`config.mk`:
```
export PLATFORM = sky130hd
export DESIGN_NAME = rr_bus_arbiter_flat
export DESIGN_NICKNAME = d
export VERILOG_FILES = /design/src/rtl/bus_pkg.sv /design/src/rtl/rr_bus_arbiter_if.sv /design/src/rtl/rr_picker.sv /design/src/rtl/rr_bus_arbiter.sv /design/src/flat_wrapper.sv
export SDC_FILE = /design/constraint.sdc
export NUM_CORES = 1
export LEC_CHECK = 0
export ABC_AREA = 1
export CAP_MARGIN = 0
export CELL_PAD_IN_SITES_DETAIL_PLACEMENT = 1
export CELL_PAD_IN_SITES_GLOBAL_PLACEMENT = 1
export CORE_MARGIN = 5
export CORE_UTILIZATION = 17
export DETAILED_ROUTE_END_ITERATION = 7
export PLACE_DENSITY = 0.77
export RECOVER_POWER = 100
export SETUP_SLACK_MARGIN = 0.15
export SLEW_MARGIN = 40
export SYNTH_ARGS = -nofsm -noshare
export SYNTH_HDL_FRONTEND = slang
export SYNTH_SLANG_ARGS = --single-unit
```
`constraint.sdc`:
```
create_clock -name clk -period 1.4 [get_ports clk]
set_input_delay 0.28 -clock clk [delete_from_list [all_inputs] [get_ports clk]]
set_output_delay 0.28 -clock clk [all_outputs]
set_load 0.01 [all_outputs]
```
`src/rtl/bus_pkg.sv`:
```
// Shared types for bus arbiters: arbitration FSM states and bus direction codes.
// No logic; latency n/a; no backpressure.
package bus_pkg;

    typedef enum logic [1:0] {
        IDLE    = 2'd0,
        OWNED   = 2'd1,
        RELEASE = 2'd2
    } bus_state_t;

    localparam logic RW_READ  = 1'b0;
    localparam logic RW_WRITE = 1'b1;

endpackage

```
`src/rtl/rr_bus_arbiter_if.sv`:
```
// Core-side and memory-side signals of the shared bus; master = cores/memory, slave = arbiter.
// Wires only; latency n/a; grants are the only backpressure (a core waits while ungranted).
interface rr_bus_arbiter_if #(
    parameter int N_CORES = 2,
    parameter int ADDR_W  = 9,
    parameter int DATA_W  = 8
);
    localparam int OWNER_W = $clog2(N_CORES);

    logic [N_CORES-1:0]        core_request;
    logic [N_CORES-1:0]        core_grant;
    logic [N_CORES-1:0]        core_rw;
    logic [N_CORES*ADDR_W-1:0] core_address;
    logic [N_CORES*DATA_W-1:0] core_wdata;
    logic [N_CORES*DATA_W-1:0] core_rdata;
    logic [ADDR_W-1:0]         mem_address;
    logic [DATA_W-1:0]         mem_wdata;
    logic [DATA_W-1:0]         mem_rdata;
    logic                      mem_rw;
    logic [OWNER_W-1:0]        bus_owner;
    logic                      bus_busy;
    logic                      preempt_pulse;

    modport master (
        output core_request, core_rw, core_address, core_wdata, mem_rdata,
        input  core_grant, core_rdata, mem_address, mem_wdata, mem_rw,
               bus_owner, bus_busy, preempt_pulse
    );

    modport slave (
        input  core_request, core_rw, core_address, core_wdata, mem_rdata,
        output core_grant, core_rdata, mem_address, mem_wdata, mem_rw,
               bus_owner, bus_busy, preempt_pulse
    );

endinterface

```
`src/rtl/rr_picker.sv`:
```
// Round-robin picker: first requester above last_owner, wrapping to the lowest index.
// Purely combinational, zero latency; no backpressure (valid low when nobody requests).
module rr_picker #(
    parameter int N       = 2,
    parameter int OWNER_W = $clog2(N)
) (
    input  logic [N-1:0]       req,
    input  logic [OWNER_W-1:0] last_owner,
    output logic [OWNER_W-1:0] winner,
    output logic               valid
);

    logic [OWNER_W-1:0] hi_idx;
    logic [OWNER_W-1:0] lo_idx;
    logic               hi_vld;
    logic               lo_vld;

    // Scan downward so the last hit is the lowest index in each region.
    always_comb begin
        hi_idx = '0;
        lo_idx = '0;
        hi_vld = 1'b0;
        lo_vld = 1'b0;
        for (int i = N - 1; i >= 0; i--) begin
            if (req[i]) begin
                if (OWNER_W'(i) > last_owner) begin
                    hi_vld = 1'b1;
                    hi_idx = OWNER_W'(i);
                end
                lo_vld = 1'b1;
                lo_idx = OWNER_W'(i);
            end
        end
    end

    assign winner = hi_vld ? hi_idx : lo_idx;
    assign valid  = lo_vld;

endmodule

```
`src/rtl/rr_bus_arbiter.sv`:
```
// Round-robin arbiter of N_CORES masters onto one memory port, with hold-time preemption.
// Grant one cycle after request; one dead turnaround cycle between owners; ungranted cores simply wait.
module rr_bus_arbiter
    import bus_pkg::*;
#(
    parameter int N_CORES  = 2,
    parameter int ADDR_W   = 9,
    parameter int DATA_W   = 8,
    parameter int MAX_HOLD = 16
) (
    input  logic             clk,
    input  logic             reset,
    rr_bus_arbiter_if.slave  bus
);

    localparam int OWNER_W = $clog2(N_CORES);
    localparam int HOLD_W  = (MAX_HOLD > 0) ? $clog2(MAX_HOLD + 1) : 1;

    bus_state_t         state_q,      state_d;
    logic [N_CORES-1:0] grant_q,      grant_d;
    logic [OWNER_W-1:0] owner_q,      owner_d;
    logic [OWNER_W-1:0] last_owner_q, last_owner_d;
    logic [HOLD_W-1:0]  hold_q,       hold_d;
    logic               pulse_q,      pulse_d;

    logic [OWNER_W-1:0] pick_idx;
    logic               pick_vld;
    logic [HOLD_W-1:0]  hold_inc;
    logic               others_req;

    rr_picker #(
        .N       (N_CORES),
        .OWNER_W (OWNER_W)
    ) u_picker (
        .req        (bus.core_request),
        .last_owner (last_owner_q),
        .winner     (pick_idx),
        .valid      (pick_vld)
    );

    assign hold_inc   = (hold_q == HOLD_W'(MAX_HOLD)) ? hold_q : hold_q + 1'b1;
    assign others_req = |(bus.core_request & ~grant_q);

    always_comb begin
        state_d      = state_q;
        grant_d      = grant_q;
        owner_d      = owner_q;
        last_owner_d = last_owner_q;
        hold_d       = hold_q;
        pulse_d      = 1'b0;
        case (state_q)
            OWNED: begin
                hold_d = hold_inc;
                if (!bus.core_request[owner_q] ||
                    ((MAX_HOLD != 0) && (hold_inc == HOLD_W'(MAX_HOLD)) && others_req)) begin
                    state_d      = RELEASE;
                    grant_d      = '0;
                    owner_d      = '0;
                    last_owner_d = owner_q;
                    hold_d       = '0;
                    pulse_d      = bus.core_request[owner_q];
                end
            end
            default: begin
                // IDLE and RELEASE both arbitrate; RELEASE already sees the departing owner as last.
                hold_d = '0;
                if (pick_vld) begin
                    state_d = OWNED;
                    grant_d = {{(N_CORES-1){1'b0}}, 1'b1} << pick_idx;
                    owner_d = pick_idx;
                end else begin
                    state_d = IDLE;
                    grant_d = '0;
                    owner_d = '0;
                end
            end
        endcase
    end

    always_ff @(posedge clk or negedge reset) begin
        if (!reset) begin
            state_q      <= IDLE;
            grant_q      <= '0;
            owner_q      <= '0;
            last_owner_q <= OWNER_W'(N_CORES - 1);
            hold_q       <= '0;
            pulse_q      <= 1'b0;
        end else begin
            state_q      <= state_d;
            grant_q      <= grant_d;
            owner_q      <= owner_d;
            last_owner_q <= last_owner_d;
            hold_q       <= hold_d;
            pulse_q      <= pulse_d;
        end
    end

    always_comb begin
        bus.mem_address = '0;
        bus.mem_wdata   = '0;
        bus.mem_rw      = RW_READ;
        bus.core_rdata  = '0;
        if (state_q == OWNED) begin
            bus.mem_address = bus.core_address[owner_q*ADDR_W +: ADDR_W];
            bus.mem_wdata   = bus.core_wdata[owner_q*DATA_W +: DATA_W];
            bus.mem_rw      = bus.core_rw[owner_q];
        end
        for (int i = 0; i < N_CORES; i++) begin
            if (grant_q[i]) begin
                bus.core_rdata[i*DATA_W +: DATA_W] = bus.mem_rdata;
            end
        end
    end

    assign bus.core_grant    = grant_q;
    assign bus.bus_owner     = owner_q;
    assign bus.bus_busy      = |grant_q;
    assign bus.preempt_pulse = pulse_q;

endmodule
```
`src/flat_wrapper.sv`:
```
// flat-port wrapper written by rule: the top's interface ports become plain ports
module rr_bus_arbiter_flat import bus_pkg::*;
#(
    parameter int N_CORES  = 2,
    parameter int ADDR_W   = 9,
    parameter int DATA_W   = 8,
    parameter int MAX_HOLD = 16
)
  (clk, reset, bus_core_request, bus_core_rw, bus_core_address, bus_core_wdata, bus_mem_rdata, bus_core_grant, bus_core_rdata, bus_mem_address, bus_mem_wdata, bus_mem_rw, bus_bus_owner, bus_bus_busy, bus_preempt_pulse);
  rr_bus_arbiter_if #(.N_CORES(N_CORES), .ADDR_W(ADDR_W), .DATA_W(DATA_W)) bus_i ();
  input  logic clk;
  input  logic reset;
  input wire logic [$bits(bus_i.core_request)-1:0] bus_core_request;
  input wire logic [$bits(bus_i.core_rw)-1:0] bus_core_rw;
  input wire logic [$bits(bus_i.core_address)-1:0] bus_core_address;
  input wire logic [$bits(bus_i.core_wdata)-1:0] bus_core_wdata;
  input wire logic [$bits(bus_i.mem_rdata)-1:0] bus_mem_rdata;
  output wire logic [$bits(bus_i.core_grant)-1:0] bus_core_grant;
  output wire logic [$bits(bus_i.core_rdata)-1:0] bus_core_rdata;
  output wire logic [$bits(bus_i.mem_address)-1:0] bus_mem_address;
  output wire logic [$bits(bus_i.mem_wdata)-1:0] bus_mem_wdata;
  output wire logic [$bits(bus_i.mem_rw)-1:0] bus_mem_rw;
  output wire logic [$bits(bus_i.bus_owner)-1:0] bus_bus_owner;
  output wire logic [$bits(bus_i.bus_busy)-1:0] bus_bus_busy;
  output wire logic [$bits(bus_i.preempt_pulse)-1:0] bus_preempt_pulse;
  assign bus_i.core_request = bus_core_request;
  assign bus_i.core_rw = bus_core_rw;
  assign bus_i.core_address = bus_core_address;
  assign bus_i.core_wdata = bus_core_wdata;
  assign bus_i.mem_rdata = bus_mem_rdata;
  assign bus_core_grant = bus_i.core_grant;
  assign bus_core_rdata = bus_i.core_rdata;
  assign bus_mem_address = bus_i.mem_address;
  assign bus_mem_wdata = bus_i.mem_wdata;
  assign bus_mem_rw = bus_i.mem_rw;
  assign bus_bus_owner = bus_i.bus_owner;
  assign bus_bus_busy = bus_i.bus_busy;
  assign bus_preempt_pulse = bus_i.preempt_pulse;
  rr_bus_arbiter #(.N_CORES(N_CORES), .ADDR_W(ADDR_W), .DATA_W(DATA_W), .MAX_HOLD(MAX_HOLD)) u_core (.clk(clk), .reset(reset), .bus(bus_i));
endmodule
```
==> results.ini, run 1 <==
[placement]
place_congestion=0.7219
dp_hpwl_mm=3.694
io_buffers=86
place_ws_ns=-0.4164

[critical_path]
cp_slowest_cell=dfrtp_1
crit_chain=buf_6 > inv_6 > buf_12 > buf_16 > nand2_2 > a21oi_2 > buf_2
cp_max_fo=6
end_kind=output pin
criticalPathCategory=reg2out
startpoint_type=register
cpPeakStageDelay_ns=0.39
crit_family=buffers and inverters
timing.rr.end=u_core.last_owner_q
r2r_start=u_core.hold_q[1]
r2r_slack_ns=-0.18
arrival_ns=1.37
crit_buf_inv=5
r2r_cells=10
cp_data_required_time_ns=1.12

[global_route]
first_global_vias=1656
grtUsageMet1_pct=12.10
grtUsageMet2_pct=28.44
overflow=0
grt_use_met3_pct=1.711
grt_usage_pct=13.20
busiest_layer=met2
grt_start_max_net_pins=20
antenna_found_initial=0
grt_pass1_wl_mm=7.790

[drt]
routed_via_density=4.210
drt-pass1-iter-count=2
wl_mm=5.322
dr_total_vias=1524
drc=0
ant_nets=0
drt_iter0_markers=30
avgRoutedWirePerCell_um=14.70

[timing]
hold_slack_ns=0.4801
worst_slack_ns=-0.2456
rsz0062_at_grt=true
fin_skew_ns=0.007828
post-route-period-util_pct=117.5
fin_setup_tns_ns=-8.183
period_minus_slack_ns=1.646
setup_violations=47
tightest_slew_ns=0.6546
relSlewSlack_pct=56.36
hold_viol=0
maxSlewViolCount=0
fmax_mhz=607.7

[finish]
fill_cells=689
syn_to_final_growth_pct=157.1
post-route-util_pct=45.77
drive_gt1_share_pct=54.14
fin_nets=341
diodes=0

[floorplanning]
io-pin-count=87
num_rows=27
die_width_um=86.40
dieArea_sq_um=7464
fp.dieH_um=86.40
start_util_pct=17.80
coreArea_sq_um=5574

[power_and_ir_drop]
p_leak_nw=1.311
total_power_mw=4.489
power.density_nw_per_um2=1760
peakVddDrop_mv=0.7128

[worst_hold_path]
holdPathEnd=u_core.last_owner_q
min-delay-start=u_core.last_owner_q
min_path_cells=2
hold_class=reg2reg

[logic_synthesis]
synth_edf_count=0
syn_nets=219
syn_avg_cell_area_sq_um=5.871
netlist_instances=169
ys_seq_area_share_pct=27.87
ys_warn_count=0
synth_area_sq_um=992.2
synth-main-ff-cell=dfrtp_1
async_flop_share_pct=100.0
ys_ff_latch=11
synth.distinct_cells=24

[cts]
insertion_delay_ns=0.26
htreeDepth=1
cts.reportedPaths.clkPinSlew_ns=0.06
numCtsBuffers=3
tritoncts=done
root_buffer=clkbuf_8
clockBufferDepth=2
cts_hold_buf=0
clock_sinks=11

[status]
outcome=finished, violations left
violations=setup timing

[run]
maxCapViolCount=0

==> cell type report <==
cell class,instances,area [sq um],area share [%]
multi-input combinational,120,858.3,33.64
tap,72,90.09,3.531
sequential,11,276.5,10.84
timing repair buffer,124,1155,45.27
clock buffer,4,45.04,1.766
inverter,31,126.4,4.953
==> layout by cell type (no fill, tap or decap), types with 2 or more instances in the layout <==
cell type        instances
clkbuf_1                 3
o22ai_2                  2
nand2_1                 41
nor2_1                   2
dfrtp_1                 10
buf_4                   21
inv_1                   17
buf_12                   5
dlygate4sd2_1            2
clkbuf_8                 3
buf_6                   17
a21oi_1                  3
nor2_2                   2
nand2_4                 16
buf_2                   28
clkdlybuf4s50_1         45
nand2_2                 16
nor2_4                   5
inv_4                    2
a21oi_2                 18
inv_2                   11
o21ai_0                  4
buf_16                   2
nand3_1                  3
==> registers in the layout (all words and copies together) (netlist names) <==
signal                    cells
u_core.bus.preempt_pulse      1
u_core.state_q                2
u_core.last_owner_q           1
u_core.hold_q                 5
u_core.bus.core_grant         2
==> worst max path at each step <==
| stage | to | slack, ns | from | depth (start not counted) |
|---|---|---|---|---|
| after floorplan | u_core.last_owner_q | -0.03 | u_core.hold_q[0] | 12 |
| after global placement | bus_mem_address[1] | -0.41 | bus_core_address[10] | 4 |
| after detailed placement | bus_mem_address[1] | -0.42 | bus_core_address[10] | 4 |
| after CTS | bus_mem_wdata[0] | -0.22 | u_core.bus.core_grant[1] | 7 |
| after global routing | bus_mem_address[4] | -0.31 | u_core.bus.core_grant[1] | 7 |
| final | bus_mem_address[4] | -0.25 | u_core.bus.core_grant[1] | 7 |
==> layer usage <==
metal | up-vias | wire, um | part of all wire [%]
met5 | - | 0 | 0
met1 | 718 | 1789 | 34
met4 | 0 | 104 | 2.0
met2 | 46 | 3176 | 60
li1 | 753 | - | -
met3 | 7 | 253 | 4.8
==> worst reg2reg max path, cell delays in order, from the launching register on <==
cell	delay, ns
dfrtp_1	0.40
ha_2	0.21
nand2_1	0.06
inv_1	0.10
nand2_1	0.10
xnor2_2	0.22
nand3_4	0.16
nand2_8	0.13
nand2_4	0.06
nand2_2	0.05
nand2_1	0.05
==> through the flow <==
step / area, sq um / cells
2_1_floorplan: 1037 / 169
3_3_place_gp: 2136 / 340
3_5_place_dp: 2136 / 340
4_1_cts: 2325 / 358
5_1_grt: 2551 / 362
6_report: 2551 / 362
==> Yosys cell counts (2+ instances only) <==
cell type  number  area, sq um
nand2_1        69        259.0
inv_1          29        108.9
a21oi_1        20        100.1
dfrtp_1        10        250.2
nor2_1          6        22.52
o21ai_0         5        25.02
nand3_1         4        20.02
clkbuf_1        3        11.26
nand2_2         3        18.77
buf_2           2        10.01
buf_4           2        15.01
ha_1            2        25.02
nor2_2          2        12.51
o22ai_1         2        12.51
==> report_power, final <==
group / switching [mW] / leakage [nW] / internal (mW)
registers: 0.0664 / 0.143 / 0.412
clock network: 0.148 / 0.0228 / 0.202
logic: 1.81 / 1.15 / 1.85
total: 2.03 / 1.31 / 2.46
==> timing repair <==
| item | 4_1_cts | 5_1_grt |
|---|---|---|
| gates cloned | 3 | 2 |
| setup buffers | 11 | 2 |
| hold endpoints to repair | 0 | 0 |
| setup endpoints to repair | 50 | 49 |
| pin swaps | 8 | 19 |
| gates resized for setup | 206 | 56 |
==> kinds of logic (layout without fill, tap and decap cells) <==
kind of cell	Yosys count	in the layout	synth area share, %
xor+xnor	1	1	1.640
fa+ha+maj	2	2	2.522
buf+inv	39	159	15.76
compound gates	28	28	14.75
flops	11	11	27.87
simple gates	88	89	37.45
No activity file was read; power rests on OpenSTA's default activity.
==> run 2, diff against run 1 <==
--- a/config.mk
+++ b/config.mk
@@ -11,6 +11,7 @@
 export CELL_PAD_IN_SITES_GLOBAL_PLACEMENT = 1
 export CORE_MARGIN = 5
 export CORE_UTILIZATION = 17
+export CTS_CLUSTER_SIZE = 10
 export DETAILED_ROUTE_END_ITERATION = 7
 export PLACE_DENSITY = 0.77
 export RECOVER_POWER = 100
==> results of run 2 <==
Same layout as run 1: the final DEF is identical, and so are final timing and power.
